## config.mk

```make
export PLATFORM = sky130hd
export DESIGN_NAME = iter_divider
export DESIGN_NICKNAME = d
export VERILOG_FILES = /design/src/rtl/div_pkg.sv /design/src/rtl/iter_divider.sv
export SDC_FILE = /design/constraint.sdc
export NUM_CORES = 1
export LEC_CHECK = 0
export CORE_MARGIN = 3
export CORE_UTILIZATION = 40
export DETAILED_ROUTE_END_ITERATION = 12
export GPL_TIMING_DRIVEN = 1
export HOLD_SLACK_MARGIN = 0.12
export PLACE_DENSITY_LB_ADDON = 0.25
export SETUP_SLACK_MARGIN = 0.2
export SYNTH_ARGS = -nofsm -noshare
export SYNTH_HDL_FRONTEND = slang
export SYNTH_SLANG_ARGS = --single-unit
```

## constraint.sdc

```tcl
create_clock -name CLK -period 6.3 [get_ports CLK]
set_input_delay 0.63 -clock CLK [delete_from_list [all_inputs] [get_ports CLK]]
set_output_delay 0.63 -clock CLK [all_outputs]
set_load 0.01 [all_outputs]
```

## src/rtl/div_pkg.sv

```systemverilog
// Shared types and constants for the iterative RV32M divide unit.
//   div_op_t    : operation encoding carried on OP (DIV, DIVU, REM, REMU)
//   div_state_t : sequencer states (IDLE, CALC, FIN)
//   DIV_BY_ZERO_Q / SIGNED_MIN : architectural special-case values (32-bit)
package div_pkg;

    typedef enum logic [1:0] {
        DIV  = 2'b00,
        DIVU = 2'b01,
        REM  = 2'b10,
        REMU = 2'b11
    } div_op_t;

    typedef enum logic [1:0] {
        IDLE = 2'b00,
        CALC = 2'b01,
        FIN  = 2'b10
    } div_state_t;

    localparam logic [31:0] DIV_BY_ZERO_Q = 32'hFFFF_FFFF;
    localparam logic [31:0] SIGNED_MIN    = 32'h8000_0000;

endpackage

```

## src/rtl/iter_divider.sv

```systemverilog
// Multi-cycle restoring divider for RV32M DIV/DIVU/REM/REMU.
// One shift-subtract step per cycle on absolute values; signs are applied
// when the result is registered in FIN.
//
// State   | meaning
// --------+--------------------------------------------------------------
// IDLE    | waiting for START; operands and op captured on acceptance
// CALC    | WIDTH shift-subtract steps, count runs WIDTH..1
// FIN     | sign-correct and register RESULT, pulse DONE, back to IDLE
//
// Ports:
//   CLK    in   rising-edge clock
//   RST    in   synchronous active-high reset
//   START  in   request pulse, only sampled while BUSY=0
//   OP     in   [1:0] div_op_t encoding
//   A, B   in   [WIDTH-1:0] dividend / divisor
//   BUSY   out  state != IDLE
//   DONE   out  one-cycle pulse, RESULT valid in the same cycle
//   RESULT out  [WIDTH-1:0] quotient or remainder, held until next DONE
module iter_divider
    import div_pkg::*;
#(
    parameter int WIDTH = 32
) (
    input  logic             CLK,
    input  logic             RST,
    input  logic             START,
    input  logic [1:0]       OP,
    input  logic [WIDTH-1:0] A,
    input  logic [WIDTH-1:0] B,
    output logic             BUSY,
    output logic             DONE,
    output logic [WIDTH-1:0] RESULT
);

    localparam int               CNT_W   = $clog2(WIDTH) + 1;
    localparam logic [WIDTH-1:0] ONES    = '1;
    localparam logic [WIDTH-1:0] MIN_VAL = {1'b1, {(WIDTH-1){1'b0}}};

    div_state_t       state, state_nxt;
    div_op_t          op_q;
    logic [WIDTH-1:0] quot;      // dividend shifts out, quotient shifts in
    logic [WIDTH-1:0] dvs;
    logic [WIDTH:0]   rem;
    logic [CNT_W-1:0] count;
    logic             neg_q, neg_r;

    div_op_t          op_in;
    logic             in_signed, div_zero, ovf;
    logic [WIDTH-1:0] a_abs, b_abs;
    logic [WIDTH:0]   rem_sh, rem_step;
    logic [WIDTH+1:0] diff;
    logic             borrow;
    logic [WIDTH-1:0] quot_step, rem_lo, res_fin;

    // Operand conditioning and the shift-subtract step.
    always_comb begin
        op_in     = div_op_t'(OP);
        in_signed = (op_in == DIV) || (op_in == REM);
        // -MIN wraps back to MIN, which is the correct unsigned magnitude.
        a_abs     = (in_signed && A[WIDTH-1]) ? -A : A;
        b_abs     = (in_signed && B[WIDTH-1]) ? -B : B;
        div_zero  = (B == '0);
        ovf       = in_signed && (A == MIN_VAL) && (B == ONES);

        rem_sh    = {rem[WIDTH-1:0], quot[WIDTH-1]};
        // Extra top bit acts as the borrow out of the WIDTH+1 bit subtract.
        diff      = {1'b0, rem_sh} - {2'b00, dvs};
        borrow    = diff[WIDTH+1];
        rem_step  = borrow ? rem_sh : diff[WIDTH:0];
        quot_step = {quot[WIDTH-2:0], ~borrow};

        rem_lo    = rem[WIDTH-1:0];
        if ((op_q == REM) || (op_q == REMU)) begin
            res_fin = neg_r ? -rem_lo : rem_lo;
        end else begin
            res_fin = neg_q ? -quot : quot;
        end
    end

    // State register.
    always_ff @(posedge CLK) begin
        if (RST) begin
            state <= IDLE;
        end else begin
            state <= state_nxt;
        end
    end

    // Next-state logic.
    always_comb begin
        state_nxt = state;
        case (state)
            IDLE: begin
                if (START) begin
                    state_nxt = (div_zero || ovf) ? FIN : CALC;
                end
            end
            CALC: begin
                if (count == CNT_W'(1)) begin
                    state_nxt = FIN;
                end
            end
            FIN:     state_nxt = IDLE;
            default: state_nxt = IDLE;
        endcase
    end

    // Outputs decoded from state.
    always_comb begin
        BUSY = (state != IDLE);
    end

    // Datapath.
    always_ff @(posedge CLK) begin
        if (RST) begin
            op_q   <= DIV;
            quot   <= '0;
            dvs    <= '0;
            rem    <= '0;
            count  <= '0;
            neg_q  <= 1'b0;
            neg_r  <= 1'b0;
            DONE   <= 1'b0;
            RESULT <= '0;
        end else begin
            DONE <= 1'b0;
            case (state)
                IDLE: begin
                    if (START) begin
                        op_q  <= op_in;
                        dvs   <= b_abs;
                        count <= CNT_W'(WIDTH);
                        // Special cases preload the final magnitudes with no
                        // sign correction so FIN can treat them uniformly.
                        if (div_zero) begin
                            quot  <= ONES;
                            rem   <= {1'b0, A};
                            neg_q <= 1'b0;
                            neg_r <= 1'b0;
                        end else if (ovf) begin
                            quot  <= MIN_VAL;
                            rem   <= '0;
                            neg_q <= 1'b0;
                            neg_r <= 1'b0;
                        end else begin
                            quot  <= a_abs;
                            rem   <= '0;
                            neg_q <= in_signed && (A[WIDTH-1] ^ B[WIDTH-1]);
                            neg_r <= in_signed && A[WIDTH-1];
                        end
                    end
                end
                CALC: begin
                    rem   <= rem_step;
                    quot  <= quot_step;
                    count <= count - CNT_W'(1);
                end
                FIN: begin
                    RESULT <= res_fin;
                    DONE   <= 1'b1;
                end
                default: ;
            endcase
        end
    end

endmodule

```

# [Word-level counts from Yosys, hierarchy flattened]
# Index checks and enable logic that the tools add are counted.
[word_totals] word_cells=68 input_bits=69 output_inout_bits=34 register_bits=141
[op_classes] add_sub_neg=6 eq_ne=10 bitwise_logic=2 reduce_logical=16 mux=24
[op_table] operator="32-bit 2-to-1 mux" n=11
[op_table] operator="32-bit negation" n=4
[op_table] operator="32-bit one-hot mux with 2 select lines" n=2
[op_table] operator="32-bit == test (second input constant)" n=2
[op_table] operator="33-bit by 32-bit subtractor with 34-bit output" n=1
[op_table] operator="32-bit zero test" n=1
[op_table] operator="6-bit one-hot mux with 2 select lines" n=1
[op_table] operator="2-bit == test (second input constant)" n=4
[op_table] operator="6-bit by 1-bit == test with 1-bit output (second input constant)" n=1
[op_table] operator="2-bit 2-to-1 mux" n=3
[op_table] operator="6-bit 2-to-1 mux" n=1
[op_table] operator="2-bit AND reduction" n=3
[op_table] operator="6-bit by 1-bit subtractor with 6-bit output (second input constant)" n=1
[op_table] operator="1-bit logical AND" n=5
[op_table] operator="1-bit 2-to-1 mux" n=5
[op_table] operator="2-bit zero test" n=2
[op_table] operator="2-bit inequality test (second input constant)" n=2
[op_table] operator="2-bit one-hot mux with 2 select lines" n=1
[op_table] operator="2-bit nonzero test" n=2
[op_table] operator="1-bit logical OR" n=3
[op_table] operator="2-bit by 1-bit == test with 1-bit output (second input constant)" n=1
[op_table] operator="1-bit inverter" n=1
[op_table] operator="1-bit bitwise XOR" n=1

# [Logic depth before layout (Yosys ltp)]
[logic_depth] depth_word=8 depth_mapped=13 mapped_depth_nobuf=12

# [Worst setup path after synthesis]
# Ideal clock, no wire load.
[synth_path] path_kind="register to register" from="register rem[5]" to="register rem[20]" path_buffers=3 required_ns=6.178 synth_period_minus_slack_ns=3.046 setup_slack_ns=3.254 arrival_time_ns=2.924 path_stages_with_launch=13 setup_ns=0.122 cell_sequence="dfxtp_1 > ha_1 > clkbuf_1 > a21oi_1 > nor3_1 > o31ai_1 > a41oi_1 > a31oi_1 > a2111o_1 > clkbuf_1 > a21oi_1 > buf_2 > a221o_1"
[synth_between] elab_chain_cells=3
[synth_rtl] element="start: declaration" line_no="iter_divider.sv:44" source="logic [WIDTH:0] rem;"
[synth_rtl] element="start signal: assignment" line_no="iter_divider.sv:138" source="rem <= {1'b0, A};"
[synth_rtl] element="start signal: assignment" line_no="iter_divider.sv:155" source="rem <= rem_step;"
[synth_rtl] element="33-bit by 32-bit subtractor with 34-bit output" line_no="iter_divider.sv:68" source="diff = {1'b0, rem_sh} - {2'b00, dvs};"
[synth_rtl] element="32-bit 2-to-1 mux" line_no="iter_divider.sv:70" source="rem_step = borrow ? rem_sh : diff[WIDTH:0];"
[synth_rtl] element="32-bit one-hot mux with 2 select lines" line_no="iter_divider.sv:128" source="case (state)"
# No other way between the ends.
# A chain may end at the register's enable or synchronous reset.

# [Final worst setup path]
[layout_path] from="input port B[6]" to="register rem[9]"
[layout_between] elab_chain_cells=4
[layout_rtl] element="start: declaration" line_no="iter_divider.sv:30" source="input logic [WIDTH-1:0] B,"
[layout_rtl] element="32-bit zero test" line_no="iter_divider.sv:63" source="div_zero = (B == '0);"
[layout_rtl] element="32-bit 2-to-1 mux" line_no="iter_divider.sv:136" source="if (div_zero) begin"
[layout_rtl] element="32-bit 2-to-1 mux" line_no="iter_divider.sv:130" source="if (START) begin"
[layout_rtl] element="32-bit one-hot mux with 2 select lines" line_no="iter_divider.sv:128"
# No other way between the ends. The select of a mux whose other input is x is not followed.

==> results.yml <==
timing:
  slew_violations: 0
  rsz0062_at_grt: "no"
  setup_viol: 0
  finalSetupTns_ns: 0
  finalClockSkew_ns: 0.01186
  hold_viol: 0
  fmax_mhz: 243.4
  period_share_pct: 65.22
  slew_headroom_pct: 24.40
  period_needed_ns: 4.109
  setup_ws_ns: 2.191
  worst_pin_slew_ns: 1.125
clocking:
  cts_resized: 0
  h-tree-depth: 4
  postCtsHoldBufs: 0
  cts_root_buffer: "clkbuf_16"
  cts_tree: "yes"
  clk_latency_ns: 0.43
  numCtsBuffers: 17
  cts_setup_buffers: 0
  cts_sinks: 140
  cts_buffer_depth: 2
  path_clk_slew_ns: 0.07
global_route:
  grt-ovfl-total: 0
  track_usage_pct: 23.10
  grt_pass1_wl_um: 53520
  grt_pass1_vias: 9873
  antenna_found_initial: 1
  grt_max_degree: 95
floorplanning:
  core_area_um2: 26060
  die_h_um: 169.0
  dieArea_um2: 28550
  row_count: 59
  initial_core_util_pct: 40.76
  die_w_um: 169.0
  io_pins: 103
final_layout:
  final_nets: 1580
  finalInstanceArea_um2: 12440
  syn2layout_area_growth_pct: 17.10
  most-common-layout-cells: "nor2_1 (169), dfxtp_1 (139), nand2_1 (137)"
  ff_latch_area_um2: 2804
  drive_above_1_share_pct: 6.065
  diodes: 0
  layout_commonest_cell: "nor2_1"
  multiInputGateArea_um2: 7232
  fillers: 2579
logic_synthesis:
  synthesis.nets: 1537
  ys.flop_type: "dfxtp_1"
  synth-seq-cells: 140
  synth_edf_count: 0
  yosysTopAreaCellShare_pct: 26.38
  synth.cell_area_um2: 10620
  ys_types: 73
  yosys-top-cells-area: "dfxtp_1 (26%), xnor2_1 (6.3%), nor2_1 (6.0%), xor2_1 (5.1%), a21oi_1 (4.9%)"
  synthCells: 1428
  ys_async_sr_fraction_pct: 0
  synth_warnings: 0
  avgSynthCellArea_um2: 7.439
  yosysSeqAreaShare_pct: 26.38
  synth.largest_area_cell: "dfxtp_1"
power_and_ir_drop:
  pwr-share-clk_pct: 29.6
  p_leak_nw: 4.639
  p_switching_mw: 1.368
  swShare_pct: 39.51
  p_comb_share_pct: 38.8
  intPower_mw: 2.095
  ir_drop_mv: 0.2051
  p_seq_share_pct: 31.6
  cellPowerDensity_nw_per_um2: 278.4
drt:
  wl_per_cell_um: 18.45
  drtIter0Drc: 941
  vias: 10630
  routed_wl_um: 33560
  drc: 0
  firstDrtPassIters: 5
  vias_per_cell: 5.844
  ant_nets: 0
outcome:
  status: "completed"
min_path:
  hold-path-endpoint: "RESULT[27]"
  hold_path_class: "reg2reg"
  whs_path_depth: 2
  worstHoldStart: "RESULT[27]"
setup_path:
  startpoint_type: "input pin"
  critPathCaptureType: "flop"
  critPathKind: "in2reg"
  r2r_cells: 9
  reg2reg_setup_slack_ns: 2.26
  reg2reg_to: "rem[30]"
  critical_path_required_ns: 6.67
  regToRegStartpoint: "rem[8]"
  crit_arrival_ns: 4.48
  cp_max_fo: 15
placed_design:
  place_congestion: 0.8945
  place_worst_setup_slack_ns: 1.894
  post_dp_cell_area_um2: 11850
  portBuffers: 102
  hpwl_um: 25580
flow_run:
  drv_cap: 0
==> per-stage QoR <==
step                      cells  total power [mW]  util, %  hold WS, ns
after floorplan            1428             2.044        -       0.4319
after global placement     1787             2.422    45.47       0.4382
after detailed placement   1787             2.436    45.47       0.4462
after CTS                  1819             3.458    47.74       0.4548
after global routing       1819             3.663    47.74       0.4699
final                      1819             3.463    47.74       0.4535
==> state kept, by name (all words and copies together), names as in the netlist <==
| name | count |
|---|---|
| op_q | 1 |
| quot | 32 |
| neg_q | 1 |
| RESULT | 32 |
| count | 6 |
| dvs | 32 |
| DONE | 1 |
| state | 2 |
| rem | 32 |
| neg_r | 1 |
==> layer usage <==
metal  share of wire (%)  vias to the layer above  GRT usage [%]  wire, um
li1                    -                     5329              -         -
met5               0.039                        -              0        13
met2                  44                      373          36.50     14810
met3                 6.4                       58          3.083      2162
met4                 3.0                        2          8.716       993
met1                  46                     4868          32.11     15580
==> synth_stat cells (14+ instances only) <==
cell / number
a21o_1: 15
a22oi_1: 29
or4_1: 14
a31oi_1: 15
xnor2_1: 76
a21oi_1: 103
inv_1: 64
o31ai_1: 30
a211oi_1: 46
nor3_1: 53
nand4_1: 15
xor2_1: 62
dfxtp_1: 140
o211ai_1: 29
or3_1: 17
nand3_1: 19
clkbuf_1: 81
nand2_1: 137
o21ai_0: 68
nor2_1: 169
nor4_1: 19
ha_1: 39
==> worst max-delay path, cell delays in order <==
cell and delay [ns]:
clkdlybuf4s50_1 0.49, or4_1 0.61, nor4_1 0.63, nand4_1 0.49, nor2_1 0.88, buf_4 0.35
a22oi_1 0.11, nor2_1 0.16, a311o_1 0.12
==> worst max path at each step <==
stage	start	endpoint	slack (ns)	depth (start not counted)
2_1_floorplan	rem[5]	rem[20]	3.25	12
3_3_place_gp	B[6]	rem[13]	2.00	9
3_5_place_dp	B[6]	rem[9]	1.89	9
4_1_cts	rem[8]	rem[30]	2.23	9
5_1_grt	rem[0]	rem[20]	1.91	10
6_report	B[6]	rem[9]	2.19	9
==> cells by family (layout without fill, tap and decap cells) <==
| logic type | count (synthesis) | in the layout | share of synthesized area, % |
|---|---|---|---|
| DFF | 140 | 140 | 26.38 |
| adders and majority gates | 40 | 40 | 4.782 |
| AOI/OAI and AO/OA | 449 | 449 | 29.49 |
| xor gates and xnor gates | 138 | 138 | 11.38 |
| and+or+nand+nor | 495 | 495 | 21.67 |
| muxes | 6 | 6 | 0.5772 |
| buffers and inverters | 160 | 216 | 5.713 |
==> area by class of cell <==
cell class / instances / area share (%)
tap: 335 / 3.370
clock buffer: 17 / 3.420
sequential: 140 / 22.54
clock inverter: 15 / 1.328
multi-input combinational: 1128 / 58.14
timing repair buffer: 120 / 9.274
inverter: 64 / 1.931
==> power by group through the flow <==
stage          clock network, mW  registers, mW  logic (mW)
2_1_floorplan                  0           1.06       0.984
3_3_place_gp                   0           1.10        1.32
3_5_place_dp                   0           1.11        1.33
4_1_cts                     1.04           1.09        1.33
5_1_grt                     1.07           1.11        1.49
6_report                    1.02           1.09        1.34
(Power assumes the default switching activity.)
